## config.mk

```make
export PLATFORM = sky130hd
export DESIGN_NAME = stepper_move_ctrl
export DESIGN_NICKNAME = d
export VERILOG_FILES = /design/src/rtl/stepper_move_ctrl_pkg.sv /design/src/rtl/stepper_move_ctrl_step_timer.sv /design/src/rtl/stepper_move_ctrl.sv
export SDC_FILE = /design/constraint.sdc
export NUM_CORES = 1
export LEC_CHECK = 0
export CORE_MARGIN = 2
export CORE_UTILIZATION = 60
export CTS_BUF_LIST = sky130_fd_sc_hd__clkbuf_16
export DETAILED_ROUTE_END_ITERATION = 10
export PLACE_DENSITY = 0.87
export SYNTH_ARGS = -nofsm -noshare
export SYNTH_HDL_FRONTEND = slang
export SYNTH_HIERARCHICAL = 1
export SYNTH_SLANG_ARGS = --single-unit
export TNS_END_PERCENT = 50
```

## constraint.sdc

```tcl
create_clock -name CLK -period 12 [get_ports CLK]
set_input_delay 1.2 -clock CLK [delete_from_list [all_inputs] [get_ports CLK]]
set_output_delay 1.2 -clock CLK [all_outputs]
set_load 0.05 [all_outputs]
```

## src/rtl/stepper_move_ctrl_pkg.sv

```systemverilog
// Shared state encoding and default timing constants for the stepper move controller.
// Latency: n/a (types and constants only).
// Backpressure: n/a.
package stepper_move_ctrl_pkg;

    typedef enum logic [2:0] {
        ST_IDLE   = 3'd0,
        ST_ACCEL  = 3'd1,
        ST_CRUISE = 3'd2,
        ST_DECEL  = 3'd3,
        ST_FIN    = 3'd4
    } state_t;

    localparam int DEF_CNT_W      = 16;
    localparam int DEF_DIV_W      = 16;
    localparam int DEF_DIV_START  = 1000;
    localparam int DEF_DIV_MIN    = 100;
    localparam int DEF_DIV_STEP   = 50;

endpackage

```

## src/rtl/stepper_move_ctrl_step_timer.sv

```systemverilog
// Loadable down-counter that paces step pulses; tick marks the last cycle of an interval.
// Latency: tick asserts value-1 cycles after the loading edge; the caller reloads on that edge.
// Backpressure: none; a load always wins over counting.
module stepper_move_ctrl_step_timer #(
    parameter int DIV_W = 16
) (
    input  logic             clk,
    input  logic             rst,
    input  logic             load,
    input  logic [DIV_W-1:0] value,
    output logic             tick
);

    logic [DIV_W-1:0] cnt;

    // Count down to zero and park there until the next load.
    always_ff @(posedge clk or posedge rst) begin
        if (rst) begin
            cnt <= '0;
        end else if (load) begin
            cnt <= value;
        end else if (cnt != '0) begin
            cnt <= cnt - DIV_W'(1);
        end
    end

    assign tick = (cnt == DIV_W'(1));

endmodule

```

## src/rtl/stepper_move_ctrl.sv

```systemverilog
// Relative-move step sequencer: emits STEP_EN pulses with a trapezoidal accel/cruise/decel profile.
// Latency: BUSY one cycle after START; first STEP_EN DIV_START cycles after the START edge; DONE one cycle after the last step.
// Backpressure: none; START is only honoured in IDLE and ignored while a move is running.
module stepper_move_ctrl
    import stepper_move_ctrl_pkg::*;
#(
    parameter int CNT_W     = DEF_CNT_W,
    parameter int DIV_W     = DEF_DIV_W,
    parameter int DIV_START = DEF_DIV_START,
    parameter int DIV_MIN   = DEF_DIV_MIN,
    parameter int DIV_STEP  = DEF_DIV_STEP
) (
    input  logic             CLK,
    input  logic             RESET,
    input  logic             START,
    input  logic [CNT_W-1:0] STEPS,
    input  logic             DIR,
    input  logic             MODE,
    input  logic             STOP,
    output logic             STEP_EN,
    output logic             UP_DOWN,
    output logic             HALF_FULL,
    output logic             BUSY,
    output logic             DONE,
    output logic [CNT_W-1:0] POS
);

    // Interval arithmetic runs one bit wider so overflow/underflow is visible before clamping.
    localparam logic [DIV_W:0] START_W = (DIV_W+1)'(DIV_START);
    localparam logic [DIV_W:0] MIN_W   = (DIV_W+1)'(DIV_MIN);
    localparam logic [DIV_W:0] STEP_W  = (DIV_W+1)'(DIV_STEP);

    state_t           state, state_nxt;
    logic [CNT_W-1:0] rem, rem_nxt, rem_eff, rem_dec;
    logic [CNT_W-1:0] ac, ac_nxt, ac_inc, ac_dec;
    logic [CNT_W-1:0] pos_nxt;
    logic [DIV_W-1:0] div, div_nxt, div_inc, div_dec;
    logic [DIV_W:0]   div_up, div_dn;
    logic             step_en_nxt, up_down_nxt, half_full_nxt, busy_nxt, done_nxt;
    logic             tmr_load, tick, speeding;

    stepper_move_ctrl_step_timer #(
        .DIV_W (DIV_W)
    ) u_step_timer (
        .clk   (CLK),
        .rst   (RESET),
        .load  (tmr_load),
        .value (div_nxt),
        .tick  (tick)
    );

    // Saturating interval and counter helpers used by the step evaluation.
    always_comb begin
        div_up  = {1'b0, div} + STEP_W;
        div_dn  = {1'b0, div} - STEP_W;
        div_inc = (div_up > START_W) ? START_W[DIV_W-1:0] : div_up[DIV_W-1:0];
        div_dec = (div_dn[DIV_W] || (div_dn < MIN_W)) ? MIN_W[DIV_W-1:0] : div_dn[DIV_W-1:0];
        ac_inc  = ac + CNT_W'(1);
        ac_dec  = (ac == '0) ? '0 : ac - CNT_W'(1);
        // A stop request shrinks the remaining distance to exactly what a mirrored decel needs.
        speeding = (state == ST_ACCEL) || (state == ST_CRUISE);
        rem_eff  = (speeding && STOP && (rem > ac_inc)) ? ac_inc : rem;
        rem_dec  = (rem_eff == '0) ? '0 : rem_eff - CNT_W'(1);
    end

    // Next-state and next-register decode; step bookkeeping happens on the timer tick edge.
    always_comb begin
        state_nxt     = state;
        rem_nxt       = rem;
        ac_nxt        = ac;
        div_nxt       = div;
        pos_nxt       = POS;
        step_en_nxt   = 1'b0;
        done_nxt      = 1'b0;
        busy_nxt      = BUSY;
        up_down_nxt   = UP_DOWN;
        half_full_nxt = HALF_FULL;
        tmr_load      = 1'b0;

        case (state)
            ST_IDLE: begin
                if (START) begin
                    if (STEPS != '0) begin
                        rem_nxt       = STEPS;
                        up_down_nxt   = DIR;
                        half_full_nxt = MODE;
                        busy_nxt      = 1'b1;
                        ac_nxt        = '0;
                        div_nxt       = START_W[DIV_W-1:0];
                        tmr_load      = 1'b1;
                        state_nxt     = ST_ACCEL;
                    end else begin
                        done_nxt = 1'b1;
                    end
                end
            end

            ST_ACCEL, ST_CRUISE, ST_DECEL: begin
                rem_nxt = rem_eff;
                if (tick) begin
                    step_en_nxt = 1'b1;
                    rem_nxt     = rem_dec;
                    pos_nxt     = UP_DOWN ? (POS + CNT_W'(1)) : (POS - CNT_W'(1));
                    if (rem_dec == '0) begin
                        state_nxt = ST_FIN;
                    end else begin
                        tmr_load = 1'b1;
                        if ((state != ST_DECEL) && (rem_dec <= ac)) begin
                            state_nxt = ST_DECEL;
                            div_nxt   = div_inc;
                            ac_nxt    = ac_dec;
                        end else if (state == ST_ACCEL) begin
                            div_nxt = div_dec;
                            ac_nxt  = ac_inc;
                            if (div_dec == MIN_W[DIV_W-1:0]) begin
                                state_nxt = ST_CRUISE;
                            end
                        end else if (state == ST_DECEL) begin
                            div_nxt = div_inc;
                            ac_nxt  = ac_dec;
                        end
                    end
                end
            end

            ST_FIN: begin
                busy_nxt  = 1'b0;
                done_nxt  = 1'b1;
                state_nxt = ST_IDLE;
            end

            default: begin
                state_nxt = ST_IDLE;
            end
        endcase
    end

    // State register.
    always_ff @(posedge CLK or posedge RESET) begin
        if (RESET) begin
            state <= ST_IDLE;
        end else begin
            state <= state_nxt;
        end
    end

    // Move registers and registered outputs.
    always_ff @(posedge CLK or posedge RESET) begin
        if (RESET) begin
            rem       <= '0;
            ac        <= '0;
            div       <= '0;
            POS       <= '0;
            STEP_EN   <= 1'b0;
            UP_DOWN   <= 1'b0;
            HALF_FULL <= 1'b0;
            BUSY      <= 1'b0;
            DONE      <= 1'b0;
        end else begin
            rem       <= rem_nxt;
            ac        <= ac_nxt;
            div       <= div_nxt;
            POS       <= pos_nxt;
            STEP_EN   <= step_en_nxt;
            UP_DOWN   <= up_down_nxt;
            HALF_FULL <= half_full_nxt;
            BUSY      <= busy_nxt;
            DONE      <= done_nxt;
        end
    end

endmodule
```

==> flow_summary_export.csv <==
group,metric,value,unit
outcome,status,"finished, final reports clean",
min_path,hp-class,"reg -> reg",
logic_synthesis,synth_simple_gate_area_frac,0.268,
clock_network,hold_buffers,0,
logic_synthesis,synthAdderAreaFrac,0.0798,
floorplan,dieArea,15200,sq um
grt,grt_pass1_wl,40700,microns
place,place_ws,2740,ps
critical_path,critPathKind,"reg -> reg",
job,maxCapViolCount,0,
clock_network,cts_sinks,88,
timing,fin_skew,12.4,ps
critical_path,cpLargestDelayFamily,"simple AND/OR/NAND/NOR gates",
logic_synthesis,synth_cells,1108,
grt,gr-usage-all-layers,0.340,
logic_synthesis,ys_ff_latch,88,
logic_synthesis,synth_top_family_by_area,"simple AND/OR/NAND/NOR gates",
floorplan,die_x,123,microns
timing,period_share,0.793,
finish,final_cell_mix,"109 x nor2_1, 109 x nand2_1, 88 x dfrtp_1",
grt,antenna_found_initial,1,
finish,area_growth,8.48,%
clock_network,cts_setup_buffers,0,
routing,wl,25300,microns
logic_synthesis,synth_compound_area_frac,0.245,
logic_synthesis,syn_area,8560,sq um
timing,rsz0062_at_grt,"no",
floorplan,die_h,123,microns
routing,drtIter0Drc,847,
floorplan,io_pins,43,
logic_synthesis,yosys.area_share.xor_xnor,0.0702,
logic_synthesis,syn_area_per_cell,7.72,sq um
critical_path,crit_arrival,9750,ps
routing,via_per_inst,6.63,
clock_network,path_clk_slew,70,ps
clock_network,cts_buffers,9,
timing,setup_ws,2480,ps
timing,min_period,9520,ps
logic_synthesis,synth_async_sr_flop_share,1.00,
clock_network,clk_latency,360,ps
clock_network,cts-root-buf,"clkbuf_16",
logic_synthesis,muxShareOfSynthArea,0.0193,
logic_synthesis,synth_seq_area_share,0.257,
critical_path,cp_slowest_cell,"or3_1",
routing,dr_total_vias,8577,
timing,fmax,0.105,GHz
routing,drc,0,
clock_network,tritoncts,"built",
finish,drive_above_1_share,0.0647,
place,portBuffers,42,
place,place_congestion,0.997,
grt,grt_max_degree,73,
clock_network,post_cts_resized,0,
floorplan,core,13900,sq um
timing,slew_headroom,0.153,
clock_network,htree_levels,3,
clock_network,cts_buffer_depth,2,
floorplan,rows,43,
critical_path,endpoint_kind,"register",
finish,fin_nets,1184,
critical_path,cp-start-kind,"register",
grt,grt_pass1_vias,8074,
timing,tightest_slew,1270,ps
critical_path,max_stage_delay,610,ps
critical_path,crit_path_frequent_cell,"a21o_1",
routing,postRouteAntennaNets,0,
routing,routedWlPerCell,19.6,microns
logic_synthesis,ys_warn_count,6,
logic_synthesis,synth_nets,1184,
logic_synthesis,synth_edf_count,0,
critical_path,path_buf_inv,2,
routing,drt-pass1-iter-count,8,
timing,hold_viol_final,0,
timing,drv_slew,0,
timing,setup-tns-final,0,ps
floorplan,initial_utilization,0.617,
timing,setup_viol,0,
critical_path,required,12230,ps
critical_path,crit_fanout,45,
logic_synthesis,ys.flop_type,"dfrtp_1",
logic_synthesis,synth_cell_types,91,
place,place_hpwl,18400,microns
grt,gr-total-overflow,0,
finish,fill_cells,1184,
Yosys cell counts, drive strengths merged (4+ instances only):
cell / instances / area, sq um
o31a: 4 / 36.3
a222oi: 7 / 70.1
nand3: 34 / 170
xnor2: 49 / 429
a2bb2oi: 5 / 43.8
dfrtp: 88 / 2200
or2: 10 / 62.6
o31ai: 17 / 168
mux2: 4 / 48.8
a21o: 12 / 90.1
a31oi: 13 / 81.3
nand2: 109 / 409
o21bai: 11 / 82.6
o221ai: 4 / 35.0
nand2b: 16 / 115
a32o: 5 / 50.1
o21ai: 85 / 433
a211oi: 10 / 75.1
or3: 12 / 75.1
nor3b: 5 / 42.5
buf: 19 / 143
xor2: 17 / 149
and3: 16 / 105
o21a: 8 / 60.1
a21oi: 88 / 459
inv: 59 / 221
or4: 5 / 48.8
nor4b: 4 / 35.0
o221a: 4 / 45.0
nand4: 17 / 106
and2: 6 / 40.0
ha: 53 / 663
nor3: 45 / 235
nor2: 111 / 424
nor4: 27 / 196
mux2i: 10 / 116
a221oi: 9 / 78.8
o22ai: 4 / 25.0
a22o: 5 / 43.8
nor2b: 24 / 150
clkbuf: 40 / 151
per-layer routing:
layer	GRT usage	vias to the layer above	wire length, microns
li1	-	4038	-
met1	0.438	4030	10300
met2	0.557	415	12100
met3	0.0641	94	1920
met4	0.148	0	952
met5	0	-	0
final cells by class:
class	instances	area (sq um)	area share
clock buffers	9	225	0.0243
well taps	180	225	0.0243
repair buffers	48	465	0.0501
flip-flops and latches	88	2200	0.237
diodes	1	2.50	0.000270
clock inverters	7	87.6	0.00943
multi-input cells	901	5850	0.630
inverters	60	226	0.0244
kinds of logic (layout without fill, tap and decap cells):
| kind of cell | Yosys count | count (layout) |
|---|---|---|
| xor gates and xnor gates | 67 | 67 |
| AOI/OAI and AO/OA | 316 | 316 |
| other | 0 | 1 |
| adders and majority gates | 54 | 54 |
| muxes | 14 | 14 |
| DFF | 88 | 88 |
| buffers and inverters | 119 | 124 |
| and+or+nand+nor | 450 | 450 |
path summary, 6_finish.rpt:
path | slack (ps) | cells after the start | start | end
worst min-delay path | 470 | 1 | POS[15]$_DFFE_PP0P_ | POS[15]$_DFFE_PP0P_
worst max-delay path | 2480 | 37 | ac[2]$_DFFE_PP0P_ | ac[12]$_DFFE_PP0P_
worst max register to register | 2480 | 37 | ac[2]$_DFFE_PP0P_ | ac[12]$_DFFE_PP0P_
max in group asynchronous | 9890 | 3 | RESET | rem[5]$_DFFE_PP0P_
worst min register to register | 470 | 1 | POS[15]$_DFFE_PP0P_ | POS[15]$_DFFE_PP0P_
min in group asynchronous | 1270 | 2 | RESET | u_step_timer/cnt[8]$_DFFE_PP0P_
per-stage QoR:
step,hold slack [ps],cells,utilization,cell area [sq um]
finish,469,1294,0.669,9280
global route,533,1293,0.669,9280
CTS,475,1293,0.669,9280
detailed placement,465,1277,0.646,8970
global placement,460,1277,0.646,8970
floorplan,483,1108,-,8560
state kept, by name, indices dropped and copies added (netlist names):
register and count:
POS 16, ac 16, div 16, rem 16, u_step_timer/cnt 16, state 3, BUSY 1, DONE 1
HALF_FULL 1, STEP_EN 1, UP_DOWN 1
Power is not shown: default switching activity piles up to over one toggle a cycle in this logic, so the estimate is an artifact.
